File: src/rtl/alu_seq.sv
// Sequential load/compute ALU: operands and function code are loaded serially,
// results are registered, and MUL/DIVU/REMU iterate one bit per cycle.
module alu_seq #(
   parameter int WIDTH = 6
) (
   input  logic             clk,
   input  logic             rstn,
   input  logic             ld,
   input  logic [1:0]       sel,
   input  logic [WIDTH-1:0] x,
   output logic [WIDTH-1:0] y,
   output logic             of,
   output logic             cf,
   output logic             zf,
   output logic             sf,
   output logic             busy,
   output logic             valid
);

   localparam int SW = $clog2(WIDTH);
   localparam int CW = $clog2(WIDTH);
   localparam logic [CW-1:0] LAST_CNT = CW'(WIDTH - 1);

   typedef enum logic [1:0] {S_IDLE, S_EXEC, S_ITER} state_t;

   state_t               state_q;
   logic [WIDTH-1:0]     a_q, b_q, x_q, opnd_q, y_q;
   logic [3:0]           func_q;
   logic [1:0]           sel_q;
   logic                 ld_q, ld_prev_q, divz_q;
   logic [2*WIDTH-1:0]   acc_q;
   logic [CW-1:0]        cnt_q;
   logic                 of_q, cf_q, zf_q, sf_q, busy_q, valid_q;

   logic [WIDTH:0]       add_w, sub_w, mul_sum, div_shift, div_diff;
   logic [SW-1:0]        shamt;
   logic [WIDTH-1:0]     alu_y, fin_y;
   logic                 alu_of, alu_cf, fin_of, fin_cf, is_multi;
   logic [2*WIDTH-1:0]   acc_d;

   // Single-cycle operations, evaluated from the (stable) operand registers.
   always_comb begin
      add_w  = {1'b0, a_q} + {1'b0, b_q};
      sub_w  = {1'b0, a_q} - {1'b0, b_q};
      shamt  = b_q[SW-1:0];
      alu_y  = '0;
      alu_of = 1'b0;
      alu_cf = 1'b0;
      case (func_q)
         4'd0: begin
            alu_y  = add_w[WIDTH-1:0];
            alu_cf = add_w[WIDTH];
            alu_of = (a_q[WIDTH-1] == b_q[WIDTH-1]) && (add_w[WIDTH-1] != a_q[WIDTH-1]);
         end
         4'd1: begin
            alu_y  = sub_w[WIDTH-1:0];
            alu_cf = sub_w[WIDTH];
            alu_of = (a_q[WIDTH-1] != b_q[WIDTH-1]) && (sub_w[WIDTH-1] != a_q[WIDTH-1]);
         end
         4'd2:  alu_y = a_q & b_q;
         4'd3:  alu_y = a_q | b_q;
         4'd4:  alu_y = a_q ^ b_q;
         4'd5:  alu_y = ~a_q;
         4'd6:  alu_y = a_q << shamt;
         4'd7:  alu_y = a_q >> shamt;
         4'd8:  alu_y = $signed(a_q) >>> shamt;
         4'd9:  alu_y = {{(WIDTH-1){1'b0}}, ($signed(a_q) < $signed(b_q))};
         4'd10: alu_y = {{(WIDTH-1){1'b0}}, (a_q < b_q)};
         4'd11: alu_y = {{(WIDTH-1){1'b0}}, (a_q == b_q)};
         4'd15: alu_y = b_q;
         default: alu_y = '0;
      endcase
   end

   // One iteration step. MUL keeps {high, low} of the product in acc;
   // DIVU/REMU keep {remainder, quotient} and shift the dividend out of the low half.
   always_comb begin
      mul_sum   = {1'b0, acc_q[2*WIDTH-1:WIDTH]} + (acc_q[0] ? {1'b0, opnd_q} : '0);
      div_shift = acc_q[2*WIDTH-1:WIDTH-1];
      div_diff  = div_shift - {1'b0, opnd_q};
      if (func_q == 4'd12)
         acc_d = {mul_sum, acc_q[WIDTH-1:1]};
      else if (!div_diff[WIDTH])
         acc_d = {div_diff[WIDTH-1:0], acc_q[WIDTH-2:0], 1'b1};
      else
         acc_d = {div_shift[WIDTH-1:0], acc_q[WIDTH-2:0], 1'b0};
   end

   always_comb begin
      is_multi = (func_q == 4'd12) || (func_q == 4'd13) || (func_q == 4'd14);
      fin_y    = alu_y;
      fin_of   = alu_of;
      fin_cf   = alu_cf;
      if (state_q == S_ITER) begin
         fin_cf = 1'b0;
         case (func_q)
            4'd12: begin
               fin_y  = acc_d[WIDTH-1:0];
               fin_of = |acc_d[2*WIDTH-1:WIDTH];
            end
            4'd13: begin
               fin_y  = acc_d[WIDTH-1:0];
               fin_of = divz_q;
            end
            default: begin
               fin_y  = acc_d[2*WIDTH-1:WIDTH];
               fin_of = divz_q;
            end
         endcase
      end
   end

   always_ff @(posedge clk or negedge rstn) begin
      if (!rstn) begin
         state_q   <= S_IDLE;
         a_q       <= '0;
         b_q       <= '0;
         func_q    <= '0;
         x_q       <= '0;
         sel_q     <= '0;
         ld_q      <= 1'b0;
         ld_prev_q <= 1'b0;
         acc_q     <= '0;
         opnd_q    <= '0;
         cnt_q     <= '0;
         divz_q    <= 1'b0;
         y_q       <= '0;
         of_q      <= 1'b0;
         cf_q      <= 1'b0;
         zf_q      <= 1'b1;
         sf_q      <= 1'b0;
         busy_q    <= 1'b0;
         valid_q   <= 1'b0;
      end else begin
         ld_q      <= ld;
         ld_prev_q <= ld_q;
         sel_q     <= sel;
         x_q       <= x;
         valid_q   <= 1'b0;
         case (state_q)
            S_IDLE: begin
               // sel/x are sampled together with ld so the write uses the edge-cycle values
               if (ld_q && !ld_prev_q && sel_q != 2'b11) begin
                  case (sel_q)
                     2'b00:   func_q <= x_q[3:0];
                     2'b01:   a_q    <= x_q;
                     default: b_q    <= x_q;
                  endcase
                  state_q <= S_EXEC;
                  busy_q  <= 1'b1;
               end
            end
            S_EXEC: begin
               if (is_multi) begin
                  acc_q   <= (func_q == 4'd12) ? {{WIDTH{1'b0}}, b_q} : {{WIDTH{1'b0}}, a_q};
                  opnd_q  <= (func_q == 4'd12) ? a_q : b_q;
                  divz_q  <= (b_q == '0);
                  cnt_q   <= LAST_CNT;
                  state_q <= S_ITER;
               end else begin
                  y_q     <= fin_y;
                  of_q    <= fin_of;
                  cf_q    <= fin_cf;
                  zf_q    <= (fin_y == '0);
                  sf_q    <= fin_y[WIDTH-1];
                  valid_q <= 1'b1;
                  busy_q  <= 1'b0;
                  state_q <= S_IDLE;
               end
            end
            S_ITER: begin
               acc_q <= acc_d;
               if (cnt_q == '0) begin
                  y_q     <= fin_y;
                  of_q    <= fin_of;
                  cf_q    <= fin_cf;
                  zf_q    <= (fin_y == '0);
                  sf_q    <= fin_y[WIDTH-1];
                  valid_q <= 1'b1;
                  busy_q  <= 1'b0;
                  state_q <= S_IDLE;
               end else begin
                  cnt_q <= cnt_q - 1'b1;
               end
            end
            default: state_q <= S_IDLE;
         endcase
      end
   end

   assign y     = y_q;
   assign of    = of_q;
   assign cf    = cf_q;
   assign zf    = zf_q;
   assign sf    = sf_q;
   assign busy  = busy_q;
   assign valid = valid_q;

endmodule

File: config.mk
export PLATFORM = sky130hd
export DESIGN_NAME = alu_seq
export DESIGN_NICKNAME = d
export VERILOG_FILES = /design/src/rtl/alu_seq.sv
export SDC_FILE = /design/constraint.sdc
export NUM_CORES = 1
export LEC_CHECK = 0
export BUFFER_PORTS_ARGS = -buffer_cell sky130_fd_sc_hd__buf_2
export CORE_MARGIN = 1.5
export CORE_UTILIZATION = 53
export DETAILED_ROUTE_END_ITERATION = 8
export HOLD_SLACK_MARGIN = 0.05
export PLACE_DENSITY = 0.8
export SETUP_SLACK_MARGIN = 0.15
export SLEW_MARGIN = 20
export SYNTH_ARGS = -nofsm -noshare
export SYNTH_HDL_FRONTEND = slang
export SYNTH_SLANG_ARGS = --single-unit
File: constraint.sdc
create_clock -name clk -period 3.4 [get_ports clk]
set_input_delay 0.51 -clock clk [delete_from_list [all_inputs] [get_ports clk]]
set_output_delay 0.51 -clock clk [all_outputs]
set_load 0.01 [all_outputs]
* Yosys cells after proc, flatten, opt, wreduce, memory -nomap -nowiden
Cells that the tools add are included.
** Operators by class
- Shift-type cells :: 3
- Reductions and logical operators :: 27
- Equal/unequal tests :: 29
- Add/subtract/negate cells :: 5
- Bitwise logic cells :: 5
- Order comparisons :: 2
- Mux-type cells :: 44
** Operator list (number)
- $pmux 6 s13 :: 1
- $mux 6 :: 7
- $mux 12 :: 3
- $eq 4x4->1 const B :: 8
- $pmux 12 s2 :: 1
- $eq 4x3->1 const B :: 4
- $mux 1 :: 16
- $reduce_and 3->1 :: 5
- $add 6x6->7 :: 2
- $pmux 1 s2 :: 7
- $logic_not 6->1 :: 2
- $lt 6x6->1 :: 2
- $pmux 6 s2 :: 1
- $ne 2x2->1 const B :: 5
- $eq 4x2->1 const B :: 2
- $sub 6x6->7 :: 1
- $sub 7x6->7 :: 1
- $and 6x6->6 :: 1
- $eq 6x6->1 :: 1
- $mux 2 :: 3
- $mux 3 :: 2
- $not 6->6 :: 1
- $or 6x6->6 :: 1
- $pmux 2 s3 :: 1
- 26 further kinds :: 37
** Storage, ports and cells
- Logic and storage cells :: 134
- Register bits :: 62

* Depth between registers and ports, before layout
Gate-level depths: netlist of the first run.
- Depth in word-level cells :: 8
- Depth in mapped cells :: 13
- Depth with buffers taken out :: 12

* Worst setup path before layout of the first run
No wires, ideal clock.
- Kind :: reg-to-reg
- From :: reg acc_q[5]
- To :: reg zf_q (netlist: zf)
- Clock period less this slack :: 2.753 ns
- Data arrival time :: 2.656 ns
- Path slack :: 0.647 ns
- Required time :: 3.303 ns
- Stages on the path, launching flop included :: 14
- Cells stage by stage :: dfrtp_1 > inv_1 > ha_1 > inv_1 > fa_1 > a211o_1 > nand3_1 > o221a_1 > buf_6 > mux2i_1 > nor2b_1 > nor4b_4 > nand2_1 > o41ai_2
** On the way
- Longest elaborated chain between the ends :: 8
- Elaborated cells on any way between the ends :: 9
** Ends and longest elaborated chain
- start: declaration :: RTL line 31 : logic [2*WIDTH-1:0] acc_q;
- start signal: assignment :: RTL line 155 : acc_q <= (func_q == 4'd12) ? {{WIDTH{1'b0}}, b_q} : {{WIDTH{1'b0}}, a_q};
- $sub 7x6->7 :: RTL line 80 : div_diff = div_shift - {1'b0, opnd_q};
- $mux 12 :: RTL line 83 : else if (!div_diff[WIDTH])
- $mux 12 (*) :: RTL line 81 : if (func_q == 4'd12)
- $mux 6 (*) :: RTL line 96 : case (func_q)
- $mux 6 (*) :: RTL line 94 : if (state_q == S_ITER) begin
- $logic_not 6->1 (*) :: RTL line 164, 177
- $mux 1, on equally long branches :: RTL line 173, 154
- $pmux 1 s2 (*) :: RTL line 140 : case (state_q)
- end signal: assignment :: RTL line 164 : zf_q <= (fin_y == '0);
- end signal: assignment :: RTL line 177 : zf_q <= (fin_y == '0);
- end: declaration :: RTL line 33 : logic of_q, cf_q, zf_q, sf_q, busy_q, valid_q;
Mark *: on every way between the ends. The rest lies on a longest branch, timed or not. The select of a mux whose other input is x is not followed.
A chain may end at the register's enable or synchronous reset.

* Worst setup path in the final report of the first run
Ends and elaborated chain as after synthesis.

==> impl_metrics.ini, run 1 <==
[global_routing]
gr-total-overflow = 0
grt_pass1_wl_mm = 24.10
antenna_found_initial = 0
grt_pass1_vias = 4576
grt_max_degree = 62
grt_usage_pct = 30.75

[floorplanning]
rows = 35
fp.dieW_um = 101.1
fp.dieH_um = 101.1
die_area_mm2 = 0.01021
ios = 23
initial_core_util_pct = 54.89
core_region_area_mm2 = 0.009284

[cells_and_area]
utilization_pct = 60.27
fin_nets = 669
fin_area_mm2 = 0.005595
drive_gt1_share_pct = 15.78
n_antenna_cell = 0
area_growth_pct = 9.796

[setup_path]
worstPathMaxFanout = 7
critical_path_class = reg2reg
critical_path.max_stage_delay_ps = 430
end_kind = register
reg2reg_from = acc_q[5]
r2r-end = zf
path_cells = inv_1, ha_1, inv_1, fa_1, a211o_1, nand3_1, o221a_2, mux2i_1, o21ai_0, a32oi_1, nand2_1, o41ai_2
worst_ep_arrival_time_ps = 3310
crit_top_cell = inv_1
crit_path_top_delay_cell = fa_1
rr_worst_depth = 12
cp-start-kind = register
r2r_setup_slack_ps = 340
cp.required_ps = 3650

[placed_design]
io_buffers = 22
dpl-instance-area_mm2 = 0.005375
gp_congestion = 1.043
place_hpwl_mm = 11.09

[route]
vias = 4705
dr_wl_met3_mm = 1.127
maxUsedRoutingLayer = met4
drt_iter0_drc = 557
routed_via_density = 6.273
drtPass1Iterations = 7
wl_per_cell_um = 19.40
drc = 0
ant_nets = 0
wl_met1_mm = 6.056
dr_wl_met2_mm = 6.914
routed_wl_mm = 14.55

[synth]
synth_edf_count = 0
yosysTopAreaCell = dfrtp_1
async_flop_share_pct = 100.0
ys.warnings.count = 0
synth_area_leaders = dfrtp_1 (29%), ha_1 (9.1%), o21ai_0 (4.7%)
synth-seq-cells = 61
synth_top_area_share_pct = 29.46
synth_commonest_cells = nand2_1 (62), dfrtp_1 (60), o21ai_0 (48)
synth.most_common_cell = nand2_1
syn_avg_cell_area_um2 = 8.508
syn_nets = 651
synthCells = 599
ys_seq_area_share_pct = 29.98
syn_area_mm2 = 0.005096
yosysUniqueCellTypes = 71
synth-main-ff-cell = dfrtp_1

[timing]
finalCritPeriodShare_pct = 90.01
rsz0062_at_grt = false
max_freq_mhz = 326.8
finalSetupViolCount = 0
skew_ps = 11.45
fin_setup_tns_ps = 0
min_period_ps = 3060
slew_headroom_pct = 47.15
worst_pin_slew_ps = 792.8
fin_hold_ws_ps = 263.3
hold_viol = 0
finalMaxSlewViolations = 0

[worst_hold_path]
min_path_type = in2reg
hold_depth = 1
holdPathEnd = x_q[0]
min_from = x[0]

[cts]
htreeDepth = 3
clock-sinks = 61
clk_pin_slew_worst_paths_ps = 70
cts_root_buf = clkbuf_8
post_cts_buffers = 0
cts_tree = built
clock_latency_ps = 350
cts_inserted_buffers = 9
ctsResizeCount = 0
clock_path_buffers = 2
cts_hold_buf = 0

[pwr]
peakVddDrop_v = 0.0004874
power.total_w = 0.006047
leakagePower_nw = 2.534
power_density_mw_per_mm2 = 1081

[run]
cap_violations = 0

[outcome]
status = complete, no violations
## power breakdown
group	total (W)	switching, W	internal (W)	leakage, nW
Combinational	0.00404	0.00243	0.00161	1.69
Sequential	0.00129	0.000318	0.000970	0.742
Clock	0.000714	0.000286	0.000428	0.105
Total	0.00605	0.00304	0.00301	2.53
## how the worst max path moves through the flow
stage	from	slack (ps)	endpoint
after floorplan	acc_q[5]	650	zf
after global placement	acc_q[5]	450	zf
after detailed placement	acc_q[5]	260	zf
after CTS	acc_q[5]	270	zf
after global routing	acc_q[5]	190	zf
final	acc_q[5]	340	zf
## through the flow
stage,std cells,setup slack [ps]
2_1_floorplan,599,646.6
3_3_place_gp,735,452.5
3_5_place_dp,735,260.5
4_1_cts,750,266.8
5_1_grt,750,192.7
6_report,750,339.8
## final cells by class
type                       count  area [µm²]
clock buffer                  11       141.4
sequential                    61        1528
clock inverter                 4       72.57
fill                         847        3689
tap                          129       161.4
multi-input combinational    454        3226
timing repair buffer          48       305.3
inverter                      43       161.4
## metal layers
metal  vias to the layer above  GRT usage [%]
met5                         -              0
met2                       239          49.30
met3                        41          6.033
met4                         0          11.75
met1                      2220          41.09
li1                       2205              -
## sequential cells by signal, indices dropped and copies added (netlist names), 2 cells and up
register and cells:
a_q 6, acc_q 12, b_q 6, cnt_q 3, func_q 4, opnd_q 6, sel_q 2, state_q 2
x_q 6, y 6
## critical path, delay by kind of cell (launching register included)
family                   cells  cell delay (ps)
AO/OA/AOI/OAI                5             1360
adder cells (fa/ha/maj)      2              590
buffers and inverters        2              120
flip-flops                   1              400
multiplexers                 1              260
AND/OR/NAND/NOR              2              230
## placed cells by master (no fill, tap or decap), drive strengths merged, types with 11 or more instances in the layout
master / instances
mux2i: 22
o21ai: 50
dfrtp: 60
nor2: 46
nor3: 13
clkbuf: 11
buf: 48
a21oi: 30
mux2: 19
a31oi: 11
nand3: 13
inv: 43
ha: 37
nand2: 62
nor2b: 13
## cell families after synthesis
kind of cell	synth area share [%]
XOR/XNOR	1.203
AND/OR/NAND/NOR	17.14
AO/OA/AOI/OAI	23.89
buffers and inverters	6.850
adder cells (fa/ha/maj)	10.66
multiplexers	10.29
flip-flops	29.98
Note: power is estimated with default switching activity, not from simulation.
==> inputs of run 2 (changes only) <==
--- a/config.mk
+++ b/config.mk
@@ -6,7 +6,6 @@
 export NUM_CORES = 1
 export LEC_CHECK = 0
 export BUFFER_PORTS_ARGS = -buffer_cell sky130_fd_sc_hd__buf_2
-export CORE_MARGIN = 1.5
 export CORE_UTILIZATION = 53
 export DETAILED_ROUTE_END_ITERATION = 8
 export HOLD_SLACK_MARGIN = 0.05
==> constraint.sdc (replaced) <==
create_clock -name clk -period 3.45 [get_ports clk]
set_input_delay 0.5175 -clock clk [delete_from_list [all_inputs] [get_ports clk]]
set_output_delay 0.5175 -clock clk [all_outputs]
set_load 0.01 [all_outputs]
==> run 2 against run 1 <==
Against the previous run:
- flip-flop and latch count did not move
- critical path depth did not move
- hold slack got worse by 140 ps
- critical endpoint unchanged
==> impl_metrics.ini, run 2 (same netlist as run 1, synthesis figures left out) <==
[worst_hold_path]
min_path_type = in2async

[setup_path]
critical_path_class = reg2reg
cp.required_ps = 3710
worstPathMaxFanout = 7
cp-start-kind = register
worst_ep_arrival_time_ps = 3340
end_kind = register

[cells_and_area]
final_common_cell = nand2_1
fin_nets = 666
n_fill_cell = 833
final-seq-area_mm2 = 0.001528
top_register = acc_q
utilization_pct = 59.61
largest_register_ffs = 12
drive_gt1_share_pct = 15.67
multi_input_area_mm2 = 0.003226
final_cell_mix = nand2_1 (62), dfrtp_1 (60), o21ai_0 (48), inv_1 (43), nor2_1 (43)
area_growth_pct = 8.593
n_antenna_cell = 0
fin_area_mm2 = 0.005534

[route]
vias = 4822
routed_wl_mm = 14.45
routed_via_density = 6.447
wl_per_cell_um = 19.32
drc = 0
ant_nets = 0
drtPass1Iterations = 5
drt_iter0_drc = 682

[timing]
finalMaxSlewViolations = 0
min_period_ps = 3086
max_freq_mhz = 324.0
hold_viol = 0
finalCritPeriodShare_pct = 89.45
slew_headroom_pct = 45.36
fin_hold_ws_ps = 121.0
fin_setup_tns_ps = 0
rsz0062_at_grt = false
worst_pin_slew_ps = 808.0
finalSetupViolCount = 0
skew_ps = 14.97

[floorplanning]
rows = 35
fp.dieW_um = 100.1
fp.dieH_um = 100.1
die_area_mm2 = 0.01001
core_region_area_mm2 = 0.009284
initial_core_util_pct = 54.89
ios = 23

[global_routing]
gr-total-overflow = 0
grt_pass1_vias = 4597
antenna_found_initial = 0
grt_max_degree = 27
grt_pass1_wl_mm = 23.67
grt_usage_pct = 30.65

[placed_design]
io_buffers = 22
place_hpwl_mm = 10.95
gp_congestion = 1.064
dpl-instance-area_mm2 = 0.005359

[pwr]
p_switching_w = 0.003007
seq_power_share_pct = 20.8
intPower_w = 0.002774
leakagePower_nw = 2.505
power_density_mw_per_mm2 = 1045
clkPwrFrac_pct = 10.0
peakVddDrop_v = 0.0005331
netSwitchingFraction_pct = 52.02
combPwrFrac_pct = 69.2

[outcome]
status = complete, no violations

[cts]
clock_path_buffers = 2
cts_tree = built
htreeDepth = 3
cts_inserted_buffers = 9
clock_latency_ps = 350
post_cts_buffers = 0
cts_root_buf = clkbuf_8
clock-sinks = 61
clk_pin_slew_worst_paths_ps = 80

[run]
cap_violations = 0
[run 2: cell types whose count changed in the layout (fill, tap and decap cells not counted), moves of 2 or more]
cell / change
bufinv_16: -2
clkinv_2: +2
clkinv_4: +2
buf_4: -3
[run 2: power groups by stage]
stage,clock (W),combinational [W],sequential [W]
finish,0.000579,0.00400,0.00120
CTS,0.000593,0.00389,0.00119
floorplan,0,0.00282,0.00118
global route,0.000617,0.00434,0.00124
detailed placement,0,0.00386,0.00121
global placement,0,0.00383,0.00119
[run 2: layer usage]
metal  vias to the layer above  wire length (µm)  track usage [%]
met5                         -                 0                0
met4                         0               710            16.16
met3                        69               978            5.014
met2                       249              6544            47.59
met1                      2297              6215            41.39
li1                       2207                 -                -
[run 2: final timing paths]
| path | start | endpoint | slack (ps) | cells past startpoint |
|---|---|---|---|---|
| worst max-delay path | acc_q[5] | zf | 360 | 12 |
| worst min-delay path | rstn | func_q[0] | 120 | 1 |
| worst max register to register | acc_q[5] | zf | 360 | 12 |
| worst min register to register | ld_q | ld_prev_q | 380 | 0 |
| max in group asynchronous | rstn | zf | 2580 | 2 |
| min in group clk | x[3] | x_q[3] | 270 | 1 |
[run 2: metrics by stage]
| stage | worst slack (ps) | std cells | power (W) |
|---|---|---|---|
| floorplan | 696.6 | 599 | 0.003997 |
| global placement | 498.4 | 732 | 0.005024 |
| detailed placement | 304.0 | 732 | 0.005063 |
| CTS | 289.6 | 748 | 0.005673 |
| global route | 209.6 | 748 | 0.006194 |
| finish | 364.0 | 748 | 0.005781 |
[run 2: timing repair]
item | in CTS | in global routing
setup endpoints to repair | 0 | 1
resized for setup | 0 | 1
hold buffers | 0 | 0
[run 2: worst max-delay path, cell delays in order (launching register included)]
cell and delay, ps:
dfrtp_1 410, inv_1 70, ha_1 150, inv_1 60, fa_1 430, a211o_1 300
nand3_1 130, o221a_2 340, mux2i_1 310, nor2b_1 110, nor4b_4 240, nand2_1 100
o41ai_2 350
[run 2: area by class of cell]
type,count,area share [%]
multi-input combinational,454,58.29
sequential,61,27.61
inverter,43,2.917
clock inverter,7,0.9270
tap,129,2.917
clock buffer,9,2.238
timing repair buffer,45,5.110
